<file path="config.mk">
export PLATFORM = sky130hd
export DESIGN_NAME = imm_gen_pipe
export DESIGN_NICKNAME = d
export VERILOG_FILES = /design/src/rtl/imm_gen_pipe.sv
export SDC_FILE = /design/constraint.sdc
export NUM_CORES = 1
export LEC_CHECK = 0
export CAP_MARGIN = 20
export CORE_ASPECT_RATIO = 1.25
export CORE_UTILIZATION = 37
export CTS_CLUSTER_SIZE = 12
export DETAILED_ROUTE_END_ITERATION = 16
export PLACE_DENSITY = 0.76
export REMOVE_ABC_BUFFERS = 1
export SYNTH_ARGS = -nofsm -noshare
export SYNTH_HDL_FRONTEND = slang
export SYNTH_SLANG_ARGS = --single-unit
</file>
<file path="constraint.sdc">
create_clock -name clk -period 1.5 [get_ports clk]
set_clock_uncertainty 0.2 [all_clocks]
set_input_delay 0.3 -clock clk [delete_from_list [all_inputs] [get_ports clk]]
set_output_delay 0.3 -clock clk [all_outputs]
set_load 0.02 [all_outputs]
</file>
<file path="src/rtl/imm_gen_pipe.sv">
// Registered immediate-generation stage: decodes a raw RISC-V instruction into its
// extended immediate, format code and illegal flag, with a sideband tag carried alongside.
module imm_gen_pipe #(
  parameter int XLEN        = 32,
  parameter int TAG_W       = 32,
  parameter int ENABLE_RV64 = 0
) (
  input  logic             clk,
  input  logic             reset_n,
  input  logic             flush,
  input  logic             in_valid,
  output logic             in_ready,
  input  logic [31:0]      in_inst,
  input  logic [TAG_W-1:0] in_tag,
  output logic             out_valid,
  input  logic             out_ready,
  output logic [XLEN-1:0]  out_imm,
  output logic [2:0]       out_fmt,
  output logic             out_illegal,
  output logic [TAG_W-1:0] out_tag
);

  if (!(XLEN == 32 || XLEN == 64) || (ENABLE_RV64 != 0 && XLEN != 64)) begin : g_bad_cfg
    $fatal(1, "imm_gen_pipe: unsupported XLEN/ENABLE_RV64 combination");
  end

  localparam logic [2:0] FMT_NONE  = 3'd0;
  localparam logic [2:0] FMT_I     = 3'd1;
  localparam logic [2:0] FMT_S     = 3'd2;
  localparam logic [2:0] FMT_B     = 3'd3;
  localparam logic [2:0] FMT_U     = 3'd4;
  localparam logic [2:0] FMT_J     = 3'd5;
  localparam logic [2:0] FMT_SHAMT = 3'd6;

  localparam logic [6:0] OPC_OP_IMM    = 7'b0010011;
  localparam logic [6:0] OPC_OP_IMM_32 = 7'b0011011;
  localparam logic [6:0] OPC_LOAD      = 7'b0000011;
  localparam logic [6:0] OPC_JALR      = 7'b1100111;
  localparam logic [6:0] OPC_SYSTEM    = 7'b1110011;
  localparam logic [6:0] OPC_STORE     = 7'b0100011;
  localparam logic [6:0] OPC_BRANCH    = 7'b1100011;
  localparam logic [6:0] OPC_JAL       = 7'b1101111;
  localparam logic [6:0] OPC_LUI       = 7'b0110111;
  localparam logic [6:0] OPC_AUIPC     = 7'b0010111;
  localparam logic [6:0] OPC_OP        = 7'b0110011;

  // Native shift-amount width: bit 25 is part of shamt only on a 64-bit datapath.
  localparam int SHW = (XLEN == 64) ? 6 : 5;

  logic [6:0]      opcode;
  logic [2:0]      funct3;
  logic            is_shift;
  logic [XLEN-1:0] imm_i, imm_s, imm_b, imm_j, imm_u, shamt_nat, shamt_w;
  logic [XLEN-1:0] imm_d;
  logic [2:0]      fmt_d;
  logic            illegal_d;
  logic            accept;

  assign opcode   = in_inst[6:0];
  assign funct3   = in_inst[14:12];
  assign is_shift = (funct3 == 3'b001) || (funct3 == 3'b101);

  assign imm_i     = XLEN'($signed(in_inst[31:20]));
  assign imm_s     = XLEN'($signed({in_inst[31:25], in_inst[11:7]}));
  assign imm_b     = XLEN'($signed({in_inst[31], in_inst[7], in_inst[30:25], in_inst[11:8], 1'b0}));
  assign imm_j     = XLEN'($signed({in_inst[31], in_inst[19:12], in_inst[20], in_inst[30:21], 1'b0}));
  assign imm_u     = XLEN'($signed({in_inst[31:12], 12'b0}));
  assign shamt_nat = XLEN'(in_inst[20 +: SHW]);
  assign shamt_w   = XLEN'(in_inst[24:20]);

  always_comb begin
    imm_d     = '0;
    fmt_d     = FMT_NONE;
    illegal_d = 1'b0;
    case (opcode)
      OPC_OP_IMM: begin
        if (!is_shift) begin
          fmt_d = FMT_I;
          imm_d = imm_i;
        end else if (XLEN == 32 && in_inst[25]) begin
          illegal_d = 1'b1;
        end else begin
          fmt_d = FMT_SHAMT;
          imm_d = shamt_nat;
        end
      end
      OPC_OP_IMM_32: begin
        if (ENABLE_RV64 == 0) begin
          illegal_d = 1'b1;
        end else if (!is_shift) begin
          fmt_d = FMT_I;
          imm_d = imm_i;
        end else if (in_inst[25]) begin
          illegal_d = 1'b1;
        end else begin
          fmt_d = FMT_SHAMT;
          imm_d = shamt_w;
        end
      end
      OPC_LOAD, OPC_JALR, OPC_SYSTEM: begin
        fmt_d = FMT_I;
        imm_d = imm_i;
      end
      OPC_STORE: begin
        fmt_d = FMT_S;
        imm_d = imm_s;
      end
      OPC_BRANCH: begin
        fmt_d = FMT_B;
        imm_d = imm_b;
      end
      OPC_JAL: begin
        fmt_d = FMT_J;
        imm_d = imm_j;
      end
      OPC_LUI, OPC_AUIPC: begin
        fmt_d = FMT_U;
        imm_d = imm_u;
      end
      OPC_OP: begin
        fmt_d = FMT_NONE;
      end
      default: illegal_d = 1'b1;
    endcase
  end

  // Handshake: a transfer happens on a rising edge where valid && ready. in_ready is
  // !out_valid || out_ready and never looks at in_valid; flush wins over any accept.
  assign in_ready = !out_valid || out_ready;
  assign accept   = in_valid && in_ready && !flush;

  always_ff @(posedge clk or negedge reset_n) begin
    if (!reset_n) begin
      out_valid   <= 1'b0;
      out_imm     <= '0;
      out_fmt     <= FMT_NONE;
      out_illegal <= 1'b0;
      out_tag     <= '0;
    end else begin
      if (flush) begin
        out_valid <= 1'b0;
      end else if (in_ready) begin
        out_valid <= in_valid;
      end
      if (accept) begin
        out_imm     <= imm_d;
        out_fmt     <= fmt_d;
        out_illegal <= illegal_d;
        out_tag     <= in_tag;
      end
    end
  end

endmodule

</file>
== Word-level counts from Yosys, hierarchy flattened ==
Cells that the tools add are included.
Operators by class
  equal/unequal tests: 12
  mux-type cells: 11
  reduce and logical (&&, ||, !) cells: 10
Operator list (count)
  32-bit case mux with 6 select lines: 1
  32-bit 2-to-1 mux: 1
  7-bit equality test, second input constant: 4
  7-bit by 6-bit equality test with 1-bit output, second input constant: 3
  3-bit case mux with 6 select lines: 1
  7-bit by 5-bit equality test with 1-bit output, second input constant: 2
  9-bit OR reduction: 1
  7-bit by 2-bit equality test with 1-bit output, second input constant: 1
  3-bit 2-to-1 mux: 2
  5-bit 2-to-1 mux: 1
  1-bit 2-to-1 mux: 4
  3-bit by 1-bit equality test with 1-bit output, second input constant: 1
  3-bit equality test, second input constant: 1
  3-bit OR reduction: 1
  1-bit logical AND: 2
  1-bit logical NOT: 2
  1-bit logical OR: 2
  1-bit case mux with 2 select lines: 1
  2-bit nonzero test: 1
  2-bit OR reduction: 1
Storage, ports and cells
  flip-flop bits (word level): 69
  output and inout bits: 70

== Depth between registers and ports, before layout ==
Gate-level depths: netlist of the first run.
  word-level depth: 4
  depth in mapped cells: 7

== Least setup slack after synthesis of the first run ==
OpenSTA, ideal clock, no wires.
  path type: flip-flop to flip-flop
  start: register out_valid
  end: register out_tag[0]
  setup time: 0.125 ns
  arrival time: 1.515 ns
  required time: 1.175 ns
  slack: -0.339 ns
  cell stages (with the launch flop): 6
  path buffers: 2
  cells stage by stage: dfrtp_1 > nand2b_1 > nand3b_1 > buf_2 > buf_2 > mux2_2
On the way
  word-level cells in the longest chain between the ends: 4
Ends and longest elaborated chain
  start, declared: line 15  | output logic out_valid,
  start signal, assigned: line 143  | out_valid <= in_valid;
  1-bit logical NOT: line 129  | assign in_ready = !out_valid || out_ready;
  1-bit logical OR: line 129
  via in_ready: line 12  | output logic in_ready,
  1-bit logical AND (2 in a row): line 130  | assign accept = in_valid && in_ready && !flush;
  end signal, assigned: line 149  | out_tag <= in_tag;
  end, declared: line 20  | output logic [TAG_W-1:0] out_tag
The timed path passes the listed nets, and every way through them passes these cells.
A chain may end at the register's enable or synchronous reset.

== Worst setup path in the final report of the first run ==
  start: register out_valid
  end: register out_imm[27]
On the way
  word-level cells in the longest chain between the ends: 4
Ends and longest elaborated chain
  1-bit logical NOT: line 129
  1-bit logical OR: line 129
  1-bit logical AND (2 in a row): line 130
  end signal, assigned: line 146  | out_imm <= imm_d;
  end, declared: line 17  | output logic [XLEN-1:0] out_imm,
Every way passes these cells.

==> results.py, run 1 <==
metrics = {
    "global_routing": {
        "grt_pass1_wl_mm": 14.9,
        "grt_pass1_vias": 2938,
        "antenna_found_initial": 0,
        "gr-total-overflow": 0,
        "grt.total_usage_pct": 22.3,
        "grt_max_degree": 27,
    },
    "detailed_routing": {
        "drt-wirelength-per-cell_um": 17.4,
        "via_count": 2799,
        "drt-total-wl_mm": 9.37,
        "viasPerCell": 5.18,
        "drc": 0,
        "dr.pass1.iters": 4,
        "drt_iter0_drc": 110,
        "ant_nets": 0,
    },
    "sta": {
        "finalHoldViolCount": 0,
        "whs_ns": 0.182,
        "post-route-period-util_pct": 108,
        "period_minus_slack_ns": 1.62,
        "finalSetupViolations": 69,
        "maxSlewHeadroom_pct": 71.9,
        "rsz0062_at_grt": "true",
        "setup_tns_ns": -5.65,
        "tightest_slew_ns": 0.421,
        "timing.fmax_mhz": 616,
        "slew_viol_final": 0,
        "worst_slack_ns": -0.125,
    },
    "power": {
        "p_leak_nw": 2.43,
        "powerDensity_mw_per_mm2": 908,
        "peakVddDrop_mv": 0.599,
        "fin_total_pwr_mw": 4.66,
    },
    "yosys": {
        "syn-mean-instance-area_um2": 11.8,
        "yosysSeqAreaShare_pct": 56.9,
        "yosysUniqueCellTypes": 40,
        "synth_warnings": 0,
        "synth_area_leaders": "dfrtp_1, mux2_2, nand2_1",
        "synth_area_mm2": 0.00304,
        "netlist.area_leader.share_pct": 56.9,
        "synth_area_leader_cell": "dfrtp_1",
        "ys_ff_latch": 69,
        "netlist_instances": 258,
    },
    "min_path": {
        "hold_path_class": "input pin to asynchronous set/reset pin",
    },
    "layout": {
        "multi_input_area_mm2": 0.00151,
        "final.fill_count": 661,
        "layout_common_cells": "dfrtp_1, buf_2, clkdlybuf4s50_1, mux2_2, buf_4",
        "final_common_cell": "dfrtp_1",
        "fin_util_pct": 65.1,
        "regArea_mm2": 0.00173,
        "stdcell_count": 540,
        "layout.nets": 509,
        "syn2layout_area_growth_pct": 69.1,
        "antenna_cells": 0,
        "drive_gt1_share_pct": 51.2,
    },
    "placement": {
        "place_hpwl_mm": 6.25,
        "gp_congestion": 0.856,
        "dp.cells": 509,
        "portBuffers": 138,
    },
    "die": {
        "num_io_pins": 139,
        "initial_core_util_pct": 38.5,
        "die_y_um": 103,
        "die_area_mm2": 0.00857,
        "core-area_mm2": 0.00788,
        "rows": 36,
        "die_w_um": 83.0,
    },
    "clock_network": {
        "clkSinkCount": 69,
        "cts_root_buf": "clkbuf_8",
        "cts_tree": "yes",
        "clkSlewWorstSetupHoldPaths_ns": 0.08,
        "numCtsBuffers": 9,
        "clock_latency_ns": 0.34,
        "htreeDepth": 3,
        "cts_buffer_depth": 2,
    },
    "worst_setup_path": {
        "cp_max_fo": 9,
        "end_kind": "flop",
        "critPathKind": "flop to flop",
        "worstPathRequired_ns": 1.59,
        "cp-start-kind": "flop",
        "worstPathArrival_ns": 1.71,
    },
    "run": {
        "max_cap_violations": 0,
    },
    "status": {
        "violations": "setup timing",
        "status": "finished with violations",
    },
}
-- path summary, 6_finish.rpt --
kind                        startpoint          end  slack (ns)  cells past startpoint
min                            reset_n  out_imm[23]        0.18                      2
max in group asynchronous      reset_n  out_tag[22]        0.46                      3
max                          out_valid  out_imm[27]       -0.12                      7
max reg2reg                  out_valid  out_imm[27]       -0.12                      7
min reg2reg                 out_fmt[1]   out_fmt[1]        0.27                      2
min in group clk           in_inst[13]  out_imm[13]        0.25                      3
-- sequential cells by signal, summed over array words and instances (netlist names) --
| register | count |
|---|---|
| out_imm | 32 |
| out_tag | 32 |
| out_fmt | 3 |
| out_illegal | 1 |
| out_valid | 1 |
-- report_power, final --
part           internal (mW)  switching, mW
logic                  0.542          0.525
clock network          0.773          0.731
registers               2.02         0.0712
total                   3.33           1.33
-- layout make-up --
type	count	area share [%]
multi-input combinational	174	29.4
clock buffer	9	2.41
timing repair buffer	184	30.7
sequential	69	33.6
inverter	2	0.146
tap	95	2.32
clock inverter	7	1.44
-- synth_stat cells (all sizes together) --
| master | n |
|---|---|
| o22ai | 1 |
| a211oi | 1 |
| a21o | 12 |
| a21oi | 26 |
| nand2b | 2 |
| clkbuf | 5 |
| o21ai | 20 |
| a22o | 8 |
| a31oi | 1 |
| mux2i | 2 |
| buf | 12 |
| nand3 | 3 |
| nand4b | 2 |
| and4bb | 1 |
| o211ai | 3 |
| nand3b | 2 |
| inv | 2 |
| and4 | 1 |
| and3 | 2 |
| mux2 | 32 |
| a211o | 1 |
| a21boi | 1 |
| dfrtp | 69 |
| o221ai | 1 |
| a22oi | 4 |
| nor3b | 1 |
| nand4bb | 1 |
| nor2 | 6 |
| or3 | 1 |
| a32o | 1 |
| and3b | 1 |
| or2 | 2 |
| nand2 | 30 |
| a31o | 1 |
-- logic make-up after synthesis --
logic type,after synthesis,share of synthesized area [%]
compound gates,81,18.2
flops,69,56.9
simple gates,55,9.32
mux,34,12.5
buf+inv,19,3.05
-- per-layer routing --
metal | vias up | global-route usage [%] | routed length [µm]
met4 | 0 | 7.03 | 145
li1 | 1305 | - | -
met5 | - | 0 | 0
met1 | 1359 | 26.6 | 3780
met3 | 12 | 4.52 | 497
met2 | 123 | 40.8 | 4960
-- worst max-delay path, stage by stage, from the launching register on --
cell and delay (ns):
dfrtp_1 0.41, nand2b_4 0.08, nand3b_1 0.09, buf_6 0.15
buf_16 0.15, a31o_4 0.27, a21oi_2 0.13, a21o_1 0.10
-- through the flow --
stage / instance area, µm² / worst slack [ns]
floorplan: 2950 / -1.97
global placement: 4760 / -0.777
detailed placement: 4760 / -0.846
CTS: 5310 / -0.143
global route: 5130 / -0.204
finish: 5130 / -0.125
-- what timing repair did --
| action | in CTS | in global routing |
|---|---|---|
| pin swaps | 24 | 9 |
| resized for setup | 290 | 74 |
| cloned | 7 | 0 |
| buffers inserted | 5 | 1 |
| setup endpoints to repair | 137 | 117 |
| hold endpoints to repair | 69 | 1 |
| hold buffers | 1 | 1 |
Power figures use the tool's default switching activity.
==> run 2: changes to the inputs <==
- ABC_AREA: unset -> 1
- CELL_PAD_IN_SITES_DETAIL_PLACEMENT: unset -> 1
- CELL_PAD_IN_SITES_GLOBAL_PLACEMENT: unset -> 1
- CORE_UTILIZATION: 37 -> 27
- PLACE_DENSITY: 0.76 -> unset
- PLACE_DENSITY_LB_ADDON: unset -> 0.1
==> run 2 against run 1 <==
Compared with the run above:
- the flow still finishes with violations (setup timing)
- final area up 20%
- area after synthesis up 14%
- clock power up 55%
- register-to-register slack better by 0.11 ns
- die area up 55%
- hold slack better by 0.035 ns
- synthesized cell count up 80%
- worst setup slack better by 0.092 ns
- count of clock-buffer cells in the layout up 1
- wire length up 43%
- sequential share of layout area down 5.7 points
- largest power group is now clock
==> results.py, run 2 <==
metrics = {
    "layout": {
        "fin_area_mm2": 0.00618,
        "layout_common_cells": "nand2_1, dfrtp_1, clkdlybuf4s50_1, clkdlybuf4s15_2, buf_4",
        "final_common_cell": "nand2_1",
        "final.fill_count": 1483,
        "reg.largest.list": "out_imm (32), out_tag (32), out_fmt (3)",
        "drive_gt1_share_pct": 33.1,
        "antenna_cells": 0,
        "fin_util_pct": 50.1,
        "syn2layout_area_growth_pct": 78.4,
        "layout.nets": 728,
    },
    "power": {
        "switchingPower_mw": 1.62,
        "clkPwrFrac_pct": 40.3,
        "seq_power_share_pct": 37.1,
        "combPwrFrac_pct": 22.6,
        "p_leak_nw": 3.25,
        "powerDensity_mw_per_mm2": 930,
        "p_int_mw": 4.13,
        "switching_share_pct": 28.2,
        "peakVddDrop_mv": 0.540,
    },
    "yosys": {
        "synth_common_cells": "nand2_1, dfrtp_1, nand3_1, nor2_1, inv_1",
        "synth.most_common_cell": "nand2_1",
        "synthArstFlopShare_pct": 100,
        "ys.flop_type": "dfrtp_1",
        "synth-simple-area-share_pct": 39.1,
        "ys_ff_latch": 69,
        "synth_top_family_by_area": "simple AND/OR/NAND/NOR gates",
        "syn-mean-instance-area_um2": 7.45,
        "synth_mux_area_share_pct": 0,
        "synth_compound_area_share_pct": 4.70,
        "yosysSeqAreaShare_pct": 49.9,
        "synth_warnings": 0,
        "netlist_instances": 465,
        "synth_area_mm2": 0.00346,
        "yosys.area_share.xor_xnor_pct": 0,
        "synth_area_leader_cell": "dfrtp_1",
        "netlist.area_leader.share_pct": 49.9,
        "yosysUniqueCellTypes": 27,
        "synthAdderAreaFrac_pct": 0,
        "synth_edf_count": 0,
        "synth_area_leaders": "dfrtp_1, nand2_1, nand3_1",
    },
    "detailed_routing": {
        "via_count": 3812,
        "drt_iter0_drc": 81,
        "viasPerCell": 4.60,
        "drt-wirelength-per-cell_um": 16.2,
        "dr.pass1.iters": 4,
        "drc": 0,
        "drt-total-wl_mm": 13.4,
        "ant_nets": 0,
    },
    "worst_setup_path": {
        "worstPathArrival_ns": 1.54,
        "critPathKind": "input pin to flop",
        "cp_max_fo": 15,
        "end_kind": "flop",
        "worstPathRequired_ns": 1.51,
        "cp-start-kind": "input pin",
        "reg2reg_slack_ns": -0.01,
        "r2r_start": "out_valid",
        "crit_start": "out_ready",
    },
    "min_path": {
        "hold_path_class": "input pin to flop",
        "hold_path.startpoint": "in_inst[12]",
    },
    "status": {
        "violations": "setup timing",
        "status": "finished with violations",
    },
    "sta": {
        "rsz0062_at_grt": "true",
        "timing.fmax_mhz": 652,
        "finalSetupViolations": 6,
        "tightest_slew_ns": 0.437,
        "slew_viol_final": 0,
        "finalHoldViolCount": 0,
        "maxSlewHeadroom_pct": 70.9,
        "post-route-period-util_pct": 102,
        "period_minus_slack_ns": 1.53,
        "worst_slack_ns": -0.0327,
        "whs_ns": 0.217,
    },
    "die": {
        "die_area_mm2": 0.0133,
        "die_y_um": 129,
        "die_w_um": 103,
        "rows": 45,
        "core-area_mm2": 0.0123,
        "initial_core_util_pct": 28.1,
        "num_io_pins": 139,
    },
    "clock_network": {
        "clock_latency_ns": 0.33,
        "cts_buffer_depth": 2,
        "cts_tree": "yes",
        "numCtsBuffers": 9,
        "cts_root_buf": "clkbuf_16",
        "clkSinkCount": 69,
        "clkSlewWorstSetupHoldPaths_ns": 0.06,
        "htreeDepth": 3,
    },
    "global_routing": {
        "grt_pass1_vias": 4120,
        "grt.total_usage_pct": 20.4,
        "gr-total-overflow": 0,
        "grt_max_degree": 31,
        "grt_pass1_wl_mm": 20.7,
        "antenna_found_initial": 0,
    },
    "placement": {
        "portBuffers": 138,
        "pre_cts_slack_ns": -0.662,
        "gp_congestion": 0.842,
        "place_hpwl_mm": 8.73,
        "placed_area_mm2": 0.00524,
    },
    "run": {
        "max_cap_violations": 0,
    },
}
==> run 2: final timing paths <==
check,end,cells past startpoint
min in group asynchronous,out_tag[27],2
max in group asynchronous,out_imm[31],3
min,out_imm[12],5
min reg2reg,out_imm[2],2
max,out_imm[24],9
max reg2reg,out_imm[24],9
==> run 2: per-layer routing <==
layer / wire length (µm) / track usage, % / vias to the layer above
met4: 333 / 7.37 / 0
met1: 5440 / 23.2 / 1850
met3: 631 / 3.20 / 21
met2: 7030 / 37.6 / 113
li1: - / - / 1828
met5: 0 / 0 / -
==> run 2: cell families after synthesis <==
kind of cell	Yosys count
flops	69
compound gates	29
simple gates	324
buf+inv	43
==> run 2: worst max-delay path: stages <==
cell	delay, ns
clkdlybuf4s50_1	0.40
nor2_1	0.12
inv_1	0.06
buf_4	0.15
nand2_8	0.09
inv_8	0.07
clkbuf_16	0.18
nand2_1	0.09
nand2_1	0.06
==> run 2: final cells by class <==
class | instances | area [µm²] | area share [%]
Multi-Input combinational cell | 354 | 1770 | 28.6
Tap cell | 164 | 205 | 3.32
Sequential cell | 69 | 1730 | 28.0
Timing Repair Buffer | 201 | 2050 | 33.1
Inverter | 24 | 109 | 1.76
Clock inverter | 6 | 86.3 | 1.40
Clock buffer | 10 | 239 | 3.87
==> run 2: what timing repair did <==
| action | CTS | global route |
|---|---|---|
| pin swaps | 10 | 17 |
| gates cloned | 3 | 3 |
| endpoints found under the hold margin | 25 | 0 |
| buffers inserted | 23 | 1 |
| gates resized for setup | 280 | 76 |
| hold buffers | 1 | 0 |
| endpoints found under the setup margin | 138 | 87 |
==> run 2: power by group through the flow <==
stage | clock network (mW) | logic, mW | registers [mW]
final | 2.32 | 1.30 | 2.13
after detailed placement | 0 | 1.25 | 2.16
after floorplan | 0 | 0.265 | 2.37
after global routing | 2.44 | 1.41 | 2.15
after global placement | 0 | 1.23 | 2.15
after CTS | 2.38 | 1.27 | 2.13
==> run 2: stage by stage <==
step                      power [mW]  cells  TNS [ns]
after CTS                       5.79    825   -0.0769
after global routing            5.99    828     -4.00
after global placement          3.38    782    -33.64
after floorplan                 2.63    446   -130.73
final                           5.74    828    -0.100
after detailed placement        3.41    782    -36.70
